--- src/rtl/apb_arb_pkg.sv ---
// Shared types and widths for the two-requester APB arbiter.
package apb_arb_pkg;

  localparam int unsigned APB_ADDR_W = 5;
  localparam int unsigned APB_DATA_W = 32;
  localparam int unsigned APB_SEL_W  = 2;

  localparam logic [APB_SEL_W-1:0] PSEL_S1 = 2'd1;
  localparam logic [APB_SEL_W-1:0] PSEL_S2 = 2'd2;

  typedef enum logic [1:0] {
    IDLE = 2'd0,
    XFER = 2'd1,
    DONE = 2'd2
  } arb_state_e;

  typedef struct packed {
    logic                  write;
    logic [APB_SEL_W-1:0]  sel;
    logic [APB_ADDR_W-1:0] addr;
    logic [APB_DATA_W-1:0] wdata;
  } arb_cmd_t;

  // Only the two populated slaves may be addressed.
  function automatic logic sel_legal(input logic [APB_SEL_W-1:0] sel);
    return (sel == PSEL_S1) || (sel == PSEL_S2);
  endfunction

endpackage

--- src/rtl/apb_rr_picker.sv ---
// Two-way round-robin picker; the last-grant pointer favours the other requester on a tie.
module apb_rr_picker (
  input  logic       pclk,
  input  logic       Reset,
  input  logic [1:0] req,
  input  logic       advance,
  output logic [1:0] grant
);

  // 1 = requester 1 was granted last, so requester 0 wins the first tie.
  logic last;

  always_ff @(posedge pclk or posedge Reset) begin
    if (Reset) begin
      last <= 1'b1;
    end else if (advance && (grant != 2'b00)) begin
      last <= grant[1];
    end
  end

  always_comb begin
    grant = 2'b00;
    if (req == 2'b11) begin
      grant = last ? 2'b01 : 2'b10;
    end else begin
      grant = req;
    end
  end

endmodule

--- src/rtl/apb_req_arbiter.sv ---
// Shares one APB bridge between two requesters: round-robin pick, command latch, one transfer, done pulse.
// Optional watchdog on the transfer phase: define APB_ARB_TIMEOUT_EN.
module apb_req_arbiter
  import apb_arb_pkg::*;
#(
  parameter int unsigned TIMEOUT_CYCLES = 16
) (
  input  logic                  pclk,
  input  logic                  Reset,
  input  logic                  req0,
  input  logic                  req0_write,
  input  logic [APB_SEL_W-1:0]  req0_sel,
  input  logic [APB_ADDR_W-1:0] req0_addr,
  input  logic [APB_DATA_W-1:0] req0_wdata,
  input  logic                  req1,
  input  logic                  req1_write,
  input  logic [APB_SEL_W-1:0]  req1_sel,
  input  logic [APB_ADDR_W-1:0] req1_addr,
  input  logic [APB_DATA_W-1:0] req1_wdata,
  output logic                  gnt0,
  output logic                  gnt1,
  output logic                  done0,
  output logic                  done1,
  output logic                  err0,
  output logic                  err1,
  output logic [APB_DATA_W-1:0] rsp_rdata,
  output logic                  transfer_Master,
  output logic                  penable_Master,
  output logic                  pwrite_Master,
  output logic [APB_SEL_W-1:0]  Psel,
  output logic [APB_ADDR_W-1:0] write_paddr_Master,
  output logic [APB_ADDR_W-1:0] read_paddr_Master,
  output logic [APB_DATA_W-1:0] write_data_Master,
  input  logic                  br_penable,
  input  logic                  pready_slave,
  input  logic [APB_DATA_W-1:0] prdata
);

  arb_state_e            state, state_next;
  arb_cmd_t              cmd, cmd_next;
  logic                  win, win_next;
  logic [APB_DATA_W-1:0] rdata_next;
  logic                  err_next;
  logic                  advance;
  logic [1:0]            grant;
  logic                  xfer_q;
  arb_cmd_t              cand;

  apb_rr_picker u_picker (
    .pclk    (pclk),
    .Reset   (Reset),
    .req     ({req1, req0}),
    .advance (advance),
    .grant   (grant)
  );

  assign cand = grant[1] ? arb_cmd_t'{req1_write, req1_sel, req1_addr, req1_wdata}
                         : arb_cmd_t'{req0_write, req0_sel, req0_addr, req0_wdata};

  // Grant is the only decoded output; it must also read 0 while Reset is held.
  assign gnt0 = (state == IDLE) && grant[0] && !Reset;
  assign gnt1 = (state == IDLE) && grant[1] && !Reset;

`ifdef APB_ARB_TIMEOUT_EN
  localparam int unsigned CNT_W = $clog2(TIMEOUT_CYCLES + 1);
  logic [CNT_W-1:0] cnt;
  logic [CNT_W-1:0] cnt_inc;

  assign cnt_inc = cnt + CNT_W'(1);

  always_ff @(posedge pclk or posedge Reset) begin
    if (Reset) begin
      cnt <= '0;
    end else if (state != XFER) begin
      cnt <= '0;
    end else begin
      cnt <= cnt_inc;
    end
  end
`endif

  always_ff @(posedge pclk or posedge Reset) begin
    if (Reset) begin
      state <= IDLE;
    end else begin
      state <= state_next;
    end
  end

  always_comb begin
    state_next = state;
    cmd_next   = cmd;
    win_next   = win;
    rdata_next = rsp_rdata;
    err_next   = 1'b0;
    advance    = 1'b0;
    case (state)
      IDLE: begin
        if (grant != 2'b00) begin
          advance  = 1'b1;
          win_next = grant[1];
          cmd_next = cand;
          if (sel_legal(cand.sel)) begin
            state_next = XFER;
          end else begin
            // No slave to select: answer with an error instead of touching the bus.
            state_next = DONE;
            err_next   = 1'b1;
            rdata_next = '0;
          end
        end
      end
      XFER: begin
        if (br_penable && pready_slave) begin
          state_next = DONE;
          rdata_next = cmd.write ? '0 : prdata;
        end
`ifdef APB_ARB_TIMEOUT_EN
        else if (cnt_inc == CNT_W'(TIMEOUT_CYCLES)) begin
          state_next = DONE;
          err_next   = 1'b1;
          rdata_next = '0;
        end
`endif
      end
      DONE: begin
        state_next = IDLE;
      end
      default: begin
        state_next = IDLE;
      end
    endcase
  end

  // Outputs are registered from the next-state decode so they line up with the state.
  always_ff @(posedge pclk or posedge Reset) begin
    if (Reset) begin
      cmd       <= '0;
      win       <= 1'b0;
      xfer_q    <= 1'b0;
      done0     <= 1'b0;
      done1     <= 1'b0;
      err0      <= 1'b0;
      err1      <= 1'b0;
      rsp_rdata <= '0;
    end else begin
      cmd       <= cmd_next;
      win       <= win_next;
      xfer_q    <= (state_next == XFER);
      done0     <= (state_next == DONE) && !win_next;
      done1     <= (state_next == DONE) && win_next;
      err0      <= err_next && !win_next;
      err1      <= err_next && win_next;
      rsp_rdata <= rdata_next;
    end
  end

  assign transfer_Master    = xfer_q;
  assign penable_Master     = xfer_q;
  assign pwrite_Master      = cmd.write;
  assign Psel               = cmd.sel;
  assign write_paddr_Master = cmd.addr;
  assign read_paddr_Master  = cmd.addr;
  assign write_data_Master  = cmd.wdata;

endmodule
--- config.mk ---
export PLATFORM = sky130hd
export DESIGN_NAME = apb_req_arbiter
export DESIGN_NICKNAME = d
export VERILOG_FILES = /design/src/rtl/apb_arb_pkg.sv /design/src/rtl/apb_rr_picker.sv /design/src/rtl/apb_req_arbiter.sv
export SDC_FILE = /design/constraint.sdc
export NUM_CORES = 1
export LEC_CHECK = 0
export CAP_MARGIN = 25
export CORE_MARGIN = 2
export CORE_UTILIZATION = 37
export DETAILED_ROUTE_END_ITERATION = 10
export PLACE_DENSITY = 0.89
export SYNTH_ARGS = -nofsm -noshare
export SYNTH_HDL_FRONTEND = slang
export SYNTH_SLANG_ARGS = --single-unit
export TNS_END_PERCENT = 5
--- constraint.sdc ---
create_clock -name pclk -period 3.27 [get_ports pclk]
set_input_delay 0.4905 -clock pclk [delete_from_list [all_inputs] [get_ports pclk]]
set_output_delay 0.4905 -clock pclk [all_outputs]
set_load 0.05 [all_outputs]
* Word level (Yosys, flattened, before mapping)
Cells that the tools add are included.
Storage, ports and cells: register bits after elaboration 81, bits of input ports 118, word-level logic and storage cells 59
Cells by class: equality and inequality tests 9, multiplexer cells 19, reductions and logical operators 18
Operator list (number):
- $mux 32 | 4
- $pmux 32 s2 | 1
- $mux 40 | 1
- $logic_and 1x1->1 | 10
- $mux 2 | 5
- $mux 1 | 7
- $eq 2x1->1 const B | 3
- $eq 2x2->1 const B | 3
- $ne 2x2->1 const B | 2
- $pmux 2 s2 | 1
- $reduce_and 4->1 | 1
- $reduce_bool 2->1 | 2
- $logic_not 1->1 | 2
- $logic_not 2->1 | 1
- $ne 2x1->1 const B | 1
- $reduce_and 2->1 | 1
- $logic_or 1x1->1 | 1

* Longest topological paths before layout
word-level depth 10, gate-level depth with buffers 6

* Cells and area by module
A second synthesis with hierarchy kept.
Second synthesis, totals: cell total of the unflattened synthesis 320, area total of the unflattened synthesis 3981.3 µm²
Modules (own cells, without submodules):
- apb_req_arbiter | instances 1, cells an instance 313, area each 3921.3 µm², seq. area each 2001.9 µm²
- apb_rr_picker | instances 1, cells an instance 7, area each 60.1 µm², seq. area each 26.3 µm²

* Worst setup path after synthesis
No wires, ideal clock.
path type input to output, from in Reset, to out gnt1, arrival 2.875 ns, required time 2.779 ns, setup slack -0.095 ns, cell stages on the path 2, path through inv_1 > and3_1
Between the ends: longest elaborated chain between the ends 2
Ends and longest elaborated chain:
- start: declaration | RTL line apb_req_arbiter.sv:9 | input logic Reset,
- $logic_not 1->1 (no source line)
- $logic_and 1x1->1 | RTL line apb_req_arbiter.sv:62 | assign gnt1 = (state == IDLE) && grant[1] && !Reset;
- end: declaration | RTL line apb_req_arbiter.sv:21 | output logic gnt1,
Every way passes these cells.

* Worst setup path after layout
from in req0, to out gnt0
Between the ends: longest elaborated chain between the ends 4
Ends and longest elaborated chain:
- start: declaration | RTL line apb_req_arbiter.sv:10 | input logic req0,
- $eq 2x2->1 | RTL line apb_rr_picker.sv:23 | if (req == 2'b11) begin
- $mux 2 * | RTL line apb_rr_picker.sv:23
- $logic_and 1x1->1 * (2 in series) | RTL line apb_req_arbiter.sv:61 | assign gnt0 = (state == IDLE) && grant[0] && !Reset;
- end: declaration | RTL line apb_req_arbiter.sv:20 | output logic gnt0,
Every way passes the cells marked *; elsewhere a longest branch is shown, timed or not.

==> flow_summary.json <==
{
  "ys_warn_count": 0,
  "slew_headroom_pct": 59.67,
  "grt_max_degree": 52,
  "finalHoldViolations": 0,
  "die_x_um": 99.64,
  "die_h_um": 99.64,
  "vdd_drop_max_v": 0.0005174,
  "cts_tree": "yes",
  "clock_latency_ns": 0.34,
  "yosys-top-cells-area": "dfrtp_1 59%, nand2_1 9.3%, a22o_1 8.8%, a31oi_1 7.4%, nor2_1 4.9%",
  "yosysSeqAreaShare_pct": 59.93,
  "cts_buffers": 9,
  "slowest_delay_ns": 0.87,
  "worstSetupEndpointType": "output pin",
  "layout-drive-gt1-share_pct": 6.215,
  "grtUsageTotal_pct": 21.01,
  "hpwl_mm": 7.798,
  "gr-total-overflow": 0,
  "n_antenna_cell": 0,
  "first_global_vias": 3340,
  "path_class": "primary input to output pin",
  "crit_arrival_ns": 2.32,
  "crit_fanout": 4,
  "clockBufferDepth": 2,
  "fin_cells": 639,
  "path_clk_slew_ns": 0.09,
  "postCtsResizedCells": 0,
  "yosys.cell_types.count": 24,
  "h-tree-depth": 3,
  "drv_cap": 0,
  "rows": 34,
  "via_per_inst": 5.025,
  "drt-total-wl_mm": 10.35,
  "worst_pin_slew_ns": 0.6050,
  "slowest_stage": "clkdlybuf4s50_1",
  "regArea_um2": 2028,
  "ys_ff_latch": 81,
  "io_buffers": 202,
  "post_drt_wl_per_cell_um": 16.20,
  "placed_cells": 623,
  "cts_root_buf": "clkbuf_8",
  "io_pins": 203,
  "syn_inst": 332,
  "fin_util_pct": 64.82,
  "cp_cell_sequence": "clkdlybuf4s50_1, nand2_1, nor3_1, clkdlybuf4s50_1",
  "gp_congestion": 0.7662,
  "cts.sinks": 81,
  "drt_iter0_markers": 108,
  "vias": 3211,
  "timing.fmax_ghz": 0.3552,
  "drt-pass1-iter-count": 5,
  "netlist_area_um2": 3384,
  "setup_viol": 0,
  "fillCellCount": 712,
  "fin_crit_ns": 2.815,
  "grt_first_pass_wirelength_mm": 16.48,
  "ant_nets": 0,
  "synth_top_cell_by_area": "dfrtp_1",
  "cts_setup_buffers": 0,
  "p_per_area_nw_per_um2": 988.9,
  "fp.coreArea_um2": 8806,
  "post-route-period-util_pct": 86.10,
  "drcViolationCount": 0,
  "slew_viol_final": 0,
  "synth.avg_cell_area_um2": 10.19,
  "multiInputGateArea_um2": 1204,
  "area_growth_pct": 68.65,
  "finalClockSkew_ns": 0.009691,
  "crit_path_start_kind": "primary input",
  "p_leak_nw": 2.453,
  "die_area_um2": 9928,
  "holdBufCountCts": 0,
  "start_util_pct": 38.43,
  "outcome": "complete, no violations",
  "cpMostUsedCell": "clkdlybuf4s50_1",
  "synth_top_cell_area_share_pct": 59.15,
  "rsz0062_at_grt": "no",
  "antenna_found_initial": 0,
  "postSynthNetCount": 450,
  "finalSetupTns_ns": 0,
  "min_path_type": "flop to flop",
  "final_nets": 644,
  "required_ns": 2.78
}
registers in the layout (all words and copies together) (netlist names):
| signal | cells |
|---|---|
| read_paddr_Master | 5 |
| done1 | 1 |
| Psel | 2 |
| rsp_rdata | 32 |
| u_picker.last | 1 |
| state | 2 |
| write_data_Master | 32 |
| err1 | 1 |
| done0 | 1 |
| win | 1 |
| err0 | 1 |
| pwrite_Master | 1 |
| penable_Master | 1 |
report_power, final:
group,switching (mW),internal [mW],total (mW)
Clock,0.343,0.508,0.851
Sequential,0.235,1.38,1.61
Combinational,2.10,1.08,3.18
synth_stat cells:
| cell type | count |
|---|---|
| nand2_1 | 84 |
| dfrtp_1 | 80 |
| nor2_1 | 44 |
| a31oi_1 | 40 |
| a22o_1 | 34 |
| clkbuf_1 | 19 |
| buf_4 | 6 |
| buf_6 | 4 |
| a21boi_2 | 2 |
| a21oi_1 | 2 |
| and3_1 | 2 |
| inv_1 | 2 |
| nor2b_1 | 2 |
| a2111oi_4 | 1 |
| a21bo_1 | 1 |
| a21bo_2 | 1 |
| and2_1 | 1 |
| dfstp_2 | 1 |
| nand2b_1 | 1 |
| nand4b_1 | 1 |
| nor3_1 | 1 |
| nor3_2 | 1 |
| xnor2_1 | 1 |
| xor2_1 | 1 |
critical path, delay by kind of cell:
family / cells / cell delay (ns)
AND/OR/NAND/NOR: 2 / 0.39
buffers and inverters: 2 / 1.44
routing by layer:
metal  GRT usage (%)  share of wire, %  vias up
li1                -                 -     1522
met1           24.21                40     1534
met2           37.32                51      134
met3           5.060               6.5       21
met4           8.746               2.4        0
met5               0                 0        -
final timing paths:
check	start	endpoint	slack, ns	cells past startpoint
min in group asynchronous	Reset	rsp_rdata[15]	0.71	3
max in group asynchronous	Reset	write_data_Master[12]	1.58	4
worst min-delay path	rsp_rdata[2]	rsp_rdata[2]	0.50	1
worst max-delay path	req0	gnt0	0.45	4
worst max register to register	u_picker.last	penable_Master	1.51	5
worst min register to register	rsp_rdata[2]	rsp_rdata[2]	0.50	1
final cells by class:
class / count / share of cell area, %
Clock buffer: 11 / 2.302
Clock inverter: 5 / 1.819
Inverter: 2 / 0.1973
Multi-Input combinational cell: 220 / 21.09
Sequential cell: 81 / 35.53
Tap cell: 108 / 2.367
Timing Repair Buffer: 212 / 36.69
metrics by stage:
| stage | hold slack (ns) | setup slack [ns] | power, mW | area [µm²] |
|---|---|---|---|---|
| final | 0.5038 | 0.4547 | 5.645 | 5708 |
| after global routing | 0.5268 | 0.3545 | 5.939 | 5708 |
| after CTS | 0.5084 | 0.4071 | 5.701 | 5708 |
| after detailed placement | 0.4817 | 0.4263 | 4.831 | 5473 |
| after global placement | 0.4811 | 0.5301 | 4.753 | 5473 |
| after floorplan | 0.4803 | 0.5542 | 3.717 | 3388 |
cells in the final DEF (no fill, tap or decap), types with 2 or more instances in the layout:
cell and count:
clkdlybuf4s50_1 201, nand2_1 84, dfrtp_1 80, nor2_1 43
a31oi_1 40, a22o_1 34, buf_4 11, clkbuf_8 9
bufinv_16 3, a21oi_1 2, nor2b_1 2, and3_1 2
clkbuf_1 2
logic make-up after synthesis:
logic type	synth area share (%)
buffers and inverters	4.991
flip-flops	59.93
AND/OR/NAND/NOR	16.01
XOR/XNOR	0.5177
AO/OA/AOI/OAI	18.56
Power figures use the tool's default switching activity.
